## config.mk

```make
export PLATFORM = sky130hd
export DESIGN_NAME = mem_master
export DESIGN_NICKNAME = d
export VERILOG_FILES = /design/src/rtl/mem_pkg.sv /design/src/rtl/mem_burst_ctr.sv /design/src/rtl/mem_master.sv
export SDC_FILE = /design/constraint.sdc
export NUM_CORES = 1
export LEC_CHECK = 0
export ABC_AREA = 1
export ABC_CLOCK_PERIOD_IN_PS = 3800
export BUFFER_PORTS_ARGS = -buffer_cell sky130_fd_sc_hd__buf_4
export CAP_MARGIN = 20
export CORE_UTILIZATION = 45
export CTS_CLUSTER_DIAMETER = 120
export DETAILED_ROUTE_END_ITERATION = 8
export PLACE_DENSITY = 0.77
export SYNTH_ARGS = -nofsm -noshare
export SYNTH_HDL_FRONTEND = slang
export SYNTH_SLANG_ARGS = --single-unit
```

## constraint.sdc

```tcl
create_clock -name clk -period 3.8 [get_ports clk]
set_input_delay 0.38 -clock clk [delete_from_list [all_inputs] [get_ports clk]]
set_output_delay 0.38 -clock clk [all_outputs]
set_load 0.01 [all_outputs]
```

## src/rtl/mem_pkg.sv

```systemverilog
// -----------------------------------------------------------------------------
// mem_pkg
// Shared types and constants for the mem_master burst engine.
//   MEM_ADDR_W / MEM_DATA_W : word address and data widths of the memory port
//   RAM_ADDR_W              : address bits actually backed by RAM; higher
//                             address bits must be zero when bounds checking
//                             (MEM_MASTER_BOUNDS_CHECK_EN) is enabled
//   MAX_BURST               : maximum beats per burst (req_len + 1)
//   MEM_RD_LAT              : memory read latency in cycles
// -----------------------------------------------------------------------------
package mem_pkg;

  localparam int MEM_ADDR_W = 24;
  localparam int MEM_DATA_W = 24;
  localparam int RAM_ADDR_W = 18;
  localparam int MAX_BURST  = 16;
  localparam int MEM_RD_LAT = 1;

  localparam int BEAT_W = $clog2(MAX_BURST);
  localparam int LAT_W  = $clog2(MEM_RD_LAT + 1);

  typedef enum logic [1:0] {
    IDLE    = 2'd0,
    WR      = 2'd1,
    RD_ADDR = 2'd2,
    RD_DATA = 2'd3
  } mem_state_t;

  // High when the word address lies above the RAM-backed region.
  function automatic logic addr_out_of_range(input logic [MEM_ADDR_W-1:0] addr);
    return |addr[MEM_ADDR_W-1:RAM_ADDR_W];
  endfunction

endpackage

```

## src/rtl/mem_burst_ctr.sv

```systemverilog
// -----------------------------------------------------------------------------
// mem_burst_ctr
// Address and beat counter for one burst.
//   clk, rst_n  : clock, asynchronous active-low reset (counters clear to 0)
//   load        : start of burst; loads load_addr and load_len
//   load_addr   : word address of the first beat
//   load_len    : beats - 1
//   step        : current beat completed; advance address, consume one beat
//   addr        : address of the current beat (wraps modulo 2^MEM_ADDR_W)
//   last        : current beat is the final beat of the burst
// -----------------------------------------------------------------------------
module mem_burst_ctr
  import mem_pkg::*;
(
  input  logic                  clk,
  input  logic                  rst_n,
  input  logic                  load,
  input  logic [MEM_ADDR_W-1:0] load_addr,
  input  logic [BEAT_W-1:0]     load_len,
  input  logic                  step,
  output logic [MEM_ADDR_W-1:0] addr,
  output logic                  last
);

  logic [BEAT_W-1:0] beats;

  always_ff @(posedge clk or negedge rst_n) begin
    if (!rst_n) begin
      addr  <= '0;
      beats <= '0;
    end else if (load) begin
      addr  <= load_addr;
      beats <= load_len;
    end else if (step) begin
      addr <= addr + MEM_ADDR_W'(1);
      if (beats != '0) begin
        beats <= beats - BEAT_W'(1);
      end
    end
  end

  assign last = (beats == '0);

endmodule

```

## src/rtl/mem_master.sv

```systemverilog
// -----------------------------------------------------------------------------
// mem_master
// Burst master bridging a request/write/read stream interface onto a simple
// single-port data memory (1-cycle read latency).
//
// Optional feature: define MEM_MASTER_BOUNDS_CHECK_EN to enable address bounds
// checking. Beats whose address is above the RAM_ADDR_W region then issue no
// memory strobe, reads of them return 0, and the sticky err output is set
// until the next request is accepted. Without the macro, err does not exist.
//
// Ports
//   clk, rst_n                         : clock, asynchronous active-low reset
//   req_valid/req_ready                : burst request handshake
//   req_write, req_addr, req_len       : direction (1=write), start address,
//                                        beats-1
//   wr_valid/wr_ready/wr_data          : write-beat stream (into master)
//   rd_valid/rd_ready/rd_data          : read-beat stream (out of master)
//   busy                               : high whenever not IDLE
//   mem_address, mem_writedata         : registered memory address / data
//   mem_writeenable, mem_read          : one-cycle write / read strobes
//   mem_data                           : memory read data
//   err (bounds-check build only)      : sticky out-of-range error
// -----------------------------------------------------------------------------
module mem_master
  import mem_pkg::*;
(
  input  logic                  clk,
  input  logic                  rst_n,
  input  logic                  req_valid,
  output logic                  req_ready,
  input  logic                  req_write,
  input  logic [MEM_ADDR_W-1:0] req_addr,
  input  logic [BEAT_W-1:0]     req_len,
  input  logic                  wr_valid,
  output logic                  wr_ready,
  input  logic [MEM_DATA_W-1:0] wr_data,
  output logic                  rd_valid,
  input  logic                  rd_ready,
  output logic [MEM_DATA_W-1:0] rd_data,
  output logic                  busy,
  output logic [MEM_ADDR_W-1:0] mem_address,
  output logic [MEM_DATA_W-1:0] mem_writedata,
  output logic                  mem_writeenable,
  output logic                  mem_read,
  input  logic [MEM_DATA_W-1:0] mem_data
`ifdef MEM_MASTER_BOUNDS_CHECK_EN
  ,
  output logic                  err
`endif
);

  mem_state_t            state;
  logic [LAT_W-1:0]      lat_cnt;
  logic                  accept;
  logic                  step;
  logic                  last;
  logic                  oob;
  logic [MEM_ADDR_W-1:0] addr;

  assign accept = (state == IDLE) && req_valid && req_ready;
  assign step   = ((state == WR)      && wr_valid && wr_ready) ||
                  ((state == RD_DATA) && rd_valid && rd_ready);

`ifdef MEM_MASTER_BOUNDS_CHECK_EN
  assign oob = addr_out_of_range(addr);
`else
  assign oob = 1'b0;
`endif

  mem_burst_ctr u_ctr (
    .clk       (clk),
    .rst_n     (rst_n),
    .load      (accept),
    .load_addr (req_addr),
    .load_len  (req_len),
    .step      (step),
    .addr      (addr),
    .last      (last)
  );

  // Burst direction is carried by the state itself (WR vs RD_*), so no
  // separate direction register is kept. req_ready/wr_ready/busy are
  // registered from the next-state decision so they line up with state.
  always_ff @(posedge clk or negedge rst_n) begin
    if (!rst_n) begin
      state           <= IDLE;
      req_ready       <= 1'b0;
      wr_ready        <= 1'b0;
      rd_valid        <= 1'b0;
      rd_data         <= '0;
      busy            <= 1'b0;
      mem_address     <= '0;
      mem_writedata   <= '0;
      mem_writeenable <= 1'b0;
      mem_read        <= 1'b0;
      lat_cnt         <= '0;
`ifdef MEM_MASTER_BOUNDS_CHECK_EN
      err             <= 1'b0;
`endif
    end else begin
      mem_writeenable <= 1'b0;
      mem_read        <= 1'b0;

      case (state)
        IDLE: begin
          req_ready <= 1'b1;
          if (accept) begin
            req_ready <= 1'b0;
            busy      <= 1'b1;
`ifdef MEM_MASTER_BOUNDS_CHECK_EN
            err       <= 1'b0;
`endif
            if (req_write) begin
              state    <= WR;
              wr_ready <= 1'b1;
            end else begin
              state    <= RD_ADDR;
            end
          end
        end

        WR: begin
          if (wr_valid && wr_ready) begin
            mem_address     <= addr;
            mem_writedata   <= wr_data;
            mem_writeenable <= !oob;
`ifdef MEM_MASTER_BOUNDS_CHECK_EN
            err             <= err | oob;
`endif
            if (last) begin
              state     <= IDLE;
              wr_ready  <= 1'b0;
              busy      <= 1'b0;
              req_ready <= 1'b1;
            end
          end
        end

        RD_ADDR: begin
          mem_address <= addr;
          mem_read    <= !oob;
          lat_cnt     <= LAT_W'(MEM_RD_LAT);
          state       <= RD_DATA;
`ifdef MEM_MASTER_BOUNDS_CHECK_EN
          err         <= err | oob;
`endif
        end

        RD_DATA: begin
          if (!rd_valid) begin
            // Strobe cycle first, then MEM_RD_LAT cycles until mem_data
            // reflects the presented address.
            if (lat_cnt == '0) begin
              rd_valid <= 1'b1;
              rd_data  <= oob ? '0 : mem_data;
            end else begin
              lat_cnt <= lat_cnt - LAT_W'(1);
            end
          end else if (rd_ready) begin
            rd_valid <= 1'b0;
            if (last) begin
              state     <= IDLE;
              busy      <= 1'b0;
              req_ready <= 1'b1;
            end else begin
              state <= RD_ADDR;
            end
          end
        end

        default: begin
          state <= IDLE;
          busy  <= 1'b0;
        end
      endcase
    end
  end

endmodule

```

After elaboration in Yosys (flattened, before gate mapping)
Index checks and enable logic that the tools add are counted.
Word-level totals
  bits in registers: 109
  input bits: 82
  output and inout port bits: 78
Operators by class
  $add $sub $neg: 3
  eq/ne operators: 10
  mux-type cells: 41
  bitwise operators: 2
  reductions and logical operators: 26
Operator list (count)
  two-way mux 24 bit: 3
  case mux 24 bit (2 select lines): 1
  adder 24 x 1 -> 24 bit (second input constant): 1
  two-way mux 1 bit: 22
  AND reduction 5 bit: 3
  two-way mux 2 bit: 7
  two-way mux 4 bit: 3
  != test 2 bit (second input constant): 6
  nonzero test 2 bit: 5
  case mux 2 bit (4 select lines): 1
  AND reduction 2 bit: 4
  logical AND 1 bit: 7
  case mux 1 bit (3 select lines): 2
  == test 2 bit (second input constant): 2
  zero test 4 bit: 1
  case mux 1 bit (2 select lines): 2
  AND reduction 4 bit: 1
  nonzero test 4 bit: 1
  subtractor 4 x 1 -> 4 bit (second input constant): 1
  AND reduction 3 bit: 1
  nonzero test 3 bit: 1
  == test 2 x 1 -> 1 bit (second input constant): 1
  zero test 2 bit: 1
  != test 2 x 1 -> 1 bit (second input constant): 1
  3 further kinds: 4

Longest topological paths before layout
  word-level depth: 6
  gate-level depth with buffers: 11
  depth with buffers taken out: 11

By module
From an unflattened synthesis, not the netlist that was laid out.
Unflattened totals
  cells, all modules: 640
  area total of the unflattened synthesis: 5237.5 µm²
Modules (own cells, without submodules)
  mem_master: instances 1, cells an instance 371, area an instance 3301.9 µm², sequential area each 2026.9 µm²
  mem_burst_ctr: instances 1, cells an instance 269, area an instance 1935.6 µm², sequential area each 700.7 µm²

Worst setup path after synthesis
OpenSTA, ideal clock, no wires.
  kind: reg2reg
  from: reg state[1]
  to: reg mem_address[10]
  data arrival time: 1.267 ns
  data required time: 3.675 ns
  setup slack: 2.408 ns
  stages on the path, launching flop included: 7
  clock period less this slack: 1.392 ns
  cell sequence: dfrtp_1 buf_6 inv_2 nand4_4 nand2_2 buf_6 mux2_2
Between the ends
  longest elaborated chain between the ends: 3
  elaborated cells between the ends (all ways): 6
  those cells by class: eq/ne (3); mux (1); reduce/logical (2)
Ends and longest elaborated chain
  start: declaration: RTL line mem_master.sv:52  | mem_state_t state;
  start signal: assignment: RTL line mem_master.sv:86  | state <= IDLE;
  start signal: assignment: RTL line mem_master.sv:114  | state <= WR;
  start signal: assignment: RTL line mem_master.sv:117  | state <= RD_ADDR;
  == test 2 x 1 -> 1 bit / == test 2 bit (equally long branches): RTL line mem_master.sv:104  | case (state)
  != test 2 x 1 -> 1 bit (no source line) / nonzero test 2 bit (equally long branches)
  AND reduction 2 bit (no source line)
  end signal: assignment: RTL line mem_master.sv:124  | mem_address <= addr;
  end signal: assignment: RTL line mem_master.sv:140  | mem_address <= addr;
  end: declaration: RTL line mem_master.sv:41  | output logic [MEM_ADDR_W-1:0] mem_address,
Parallel ways exist; a longest one is shown, timed or not.
A chain may end at the register's enable or synchronous reset.

Final worst setup path
  from: reg state[0]
  to: reg u_ctr.beats[3]
Between the ends
  longest elaborated chain between the ends: 6
  elaborated cells between the ends (all ways): 14
  those cells by class: eq/ne (2); mux (1); reduce/logical (11)
Ends and longest elaborated chain
  == test 2 x 1 -> 1 bit / == test 2 bit (equally long branches): RTL line mem_master.sv:61, mem_master.sv:62
  logical AND 1 bit, on equally long branches (2 in series): RTL line mem_master.sv:61, mem_master.sv:62
  logical OR 1 bit: RTL line mem_master.sv:61  | assign step = ((state == WR) && wr_valid && wr_ready) ||
  nonzero test 2 bit (no source line)
  AND reduction 2 bit (no source line)
  end signal: assignment: RTL line mem_burst_ctr.sv:33  | beats <= load_len;
  end signal: assignment: RTL line mem_burst_ctr.sv:37  | beats <= beats - BEAT_W'(1);
  end: declaration: RTL line mem_burst_ctr.sv:25  | logic [BEAT_W-1:0] beats;
Parallel ways exist; a longest one is shown, timed or not.

==> key figures <==
Timing
  – Final worst setup slack: 1.44 ns
  – Setup TNS Final: 0 ns
  – Fin crit share: 62.2%
  – Slew Viols, Final: 0
  – Slew headroom: 52.8%
  – RSZ-0062 raised after global routing: false
  – Setup Skew: 0.00774 ns
  – Final Hold Fails: 0
  – Period minus WS final: 2.36 ns
  – Actual slew at the worst max-slew pin: 0.705 ns
  – # setup viols final: 0
  – Fmax: 0.423 GHz

Route
  – Vias after detailed routing: 4487
  – Drt first pass iters: 5
  – Drc violations: 0
  – Routed WL per cell: 14.0 µm
  – Antenna viol nets, final: 0
  – WL final: 12.5 mm
  – DR vias/cell: 5.02
  – Drt first-iter violations: 192

Placement
  – Port bufs: 159
  – Detailed Place HPWL: 9.26 mm
  – Placer congestion estimate: 0.858
  – Placed cell areas: 6420 µm²
  – Worst slack at placement: 1.44 ns

Setup path
  – Worst path bufs/invs: 2
  – CP top delay family: simple AND/OR/NAND/NOR gates
  – Crit end category: register
  – CP arrival: 2.62 ns
  – Worst setup path class: reg2reg
  – CP peak stage delay: 0.56 ns
  – Crit path launch type: register
  – CP max-delay cell: dfrtp_1
  – Cell Chain, Critical Path: nand4_4 -> nand3_2 -> buf_4 -> inv_1 -> a21oi_4 -> nand2_1 -> o21ai_0
  – Worst EP required: 4.06 ns
  – Crit Path Max Fanout: 39

Yosys
  – Netlist Area Pre-Place: 5190 µm²
  – Synth Area per Inst: 8.69 µm²
  – Post-Synthesis Cells: 598
  – Ys flop type: dfrtp_1
  – Synth unique cells: 31
  – Warnings from Yosys: 0
  – Register area share after synthesis: 52.5%
  – Post-synth EDFFs: 0
  – Async SR Flop Fraction: 100%
  – Synthesized net count: 682
  – Register bit total from synthesis: 109

Floorplanning
  – Die height: 109 µm
  – Die X: 109 µm
  – Rows: 38
  – Core Box Area: 11000 µm²
  – Starting Density: 47.1%
  – I/O pins: 160
  – Die footprint: 12000 µm²

Final layout
  – Final net count: 833
  – Share of post-route cells with drive strength above 1: 30.5%
  – Post-route cell area: 6730 µm²
  – Area Growth Syn to Fin: 29.5%
  – Ant. Diodes: 0
  – Filler Cell Count: 971

Global routing
  – Vias in the first global route: 4342
  – Grt ovf: 0
  – Initial antenna violation count: 0
  – Tot GR Track Use: 22.5%
  – First-pass GRT wire length: 20.6 mm
  – Maximum number of pins on one net before global-route repair: 51

CTS
  – CTS max path bufs: 2
  – Post-cts sizing count: 0
  – Hold Buf Count CTS: 0
  – Sink Count: 109
  – CTS tree: yes
  – Num CTS Buffers: 9
  – H-tree depth: 3
  – Root buffer cell: clkbuf_16
  – Post-CTS repair timing setup buffer count: 0
  – Clock latency at the later pin of the worst-skew pair: 0.35 ns
  – Clk slew on worst S/H paths: 0.07 ns

Power and ir drop
  – Internal Power: 0.00338 W
  – Comb pwr share: 43.6%
  – Pwr Density: 822 nW/µm²
  – Clk network pwr share: 17.4%
  – Flop pwr share: 39.0%
  – Peak supply drop: 0.431 mV
  – NetSw: 0.00215 W
  – Leak: 3.43 nW
  – Net switching fraction of the power: 38.9%
  – PnR Total Power: 0.00553 W

Outcome
  – Outcome: finished, final reports clean

Job
  – Max-cap viol count: 0

Worst hold path
  – Worst Hold Class: in2async
## registers in the layout (all words and copies together), names as in the netlist
| register | cells |
|---|---|
| u_ctr.addr | 24 |
| u_ctr.beats | 4 |
| mem_address | 24 |
| mem_writeenable | 1 |
| mem_read | 1 |
| busy | 1 |
| rd_valid | 1 |
| lat_cnt | 1 |
| wr_ready | 1 |
| req_ready | 1 |
| rd_data | 24 |
| state | 2 |
| mem_writedata | 24 |
## worst reg2reg max path: cells and delay by family, from the launching register on
family / cells / cell delay [ns]
buffers and inverters: 2 / 0.65
AO/OA/AOI/OAI: 2 / 0.35
flip-flops: 1 / 0.56
AND/OR/NAND/NOR: 3 / 0.72
## cell usage in the layout (no fill, tap or decap), types with 3 or more instances in the layout
master	n
inv_2	3
nor2_1	48
or2_0	3
o21ai_0	36
nand4_1	8
nor2_4	3
nor2_2	4
buf_4	163
a21oi_1	30
clkinvlp_4	3
inv_1	46
nand3_1	36
nand2_1	197
mux2_2	30
nand2_2	4
clkbuf_16	9
dfrtp_1	109
## final timing paths
kind | startpoint | endpoint | slack, ns | depth (start not counted)
hold reg to reg | mem_writedata[17] | mem_writedata[17] | 0.49 | 2
min in group clk | wr_data[13] | mem_writedata[13] | 0.23 | 3
max in group asynchronous | rst_n | rd_data[14] | 2.94 | 2
setup reg to reg | state[0] | u_ctr.beats[3] | 1.44 | 7
setup / recovery | state[0] | u_ctr.beats[3] | 1.44 | 7
hold / removal | rst_n | mem_address[22] | 0.01 | 1
## final cells by class
class / instances / area [µm²] / share of cell area (%)
repair buffers: 163 / 1220 / 18.2
clock buffers: 10 / 239 / 3.55
inverters: 49 / 184 / 2.73
multi-input cells: 417 / 2110 / 31.3
well taps: 140 / 175 / 2.60
flip-flops and latches: 109 / 2730 / 40.6
clock inverters: 6 / 70.1 / 1.04
## metrics by stage
stage / cells / utilization [%] / hold slack (ns)
floorplan: 598 / - / 0.0844
global placement: 878 / 58.2 / 0.386
detailed placement: 878 / 58.2 / 0.398
CTS: 894 / 61.0 / 0.0168
global route: 894 / 61.0 / 0.0440
finish: 894 / 61.0 / 0.0145
## cells in the mapped netlist (7+ instances only)
master   count  area share (%)
nor2_1      48             3.5
inv_1       46             3.3
nand3_1     36             3.5
nand4_1      8            0.96
buf_4        7             1.0
mux2_2      30             6.5
buf_6        8             1.7
a21oi_1     30             2.9
dfrtp_1    109              53
o21ai_0     36             3.5
nand2_1    197              14
## metal layers
layer,global-route usage (%),wire length (µm)
met1,28.6,5140
met2,36.6,6090
met3,7.11,1140
met4,6.86,121
met5,0,0
## logic make-up (layout without fill, tap and decap cells)
family / after synthesis / in the layout / share of synthesized area, %
AND/OR/NAND/NOR: 309 / 309 / 25.4
adder cells (fa/ha/maj): 2 / 2 / 0.482
multiplexers: 32 / 32 / 7.08
AO/OA/AOI/OAI: 72 / 72 / 7.25
XOR/XNOR: 2 / 2 / 0.337
flip-flops: 109 / 109 / 52.5
buffers and inverters: 72 / 228 / 6.96
## power by group through the flow
stage	Sequential (W)	Combinational, W	Clock (W)
finish	0.00216	0.00241	0.000961
global route	0.00223	0.00271	0.00104
CTS	0.00215	0.00244	0.000993
detailed placement	0.00216	0.00244	0
global placement	0.00214	0.00236	0
floorplan	0.00225	0.00138	0
No activity file was read; power rests on OpenSTA's default activity.
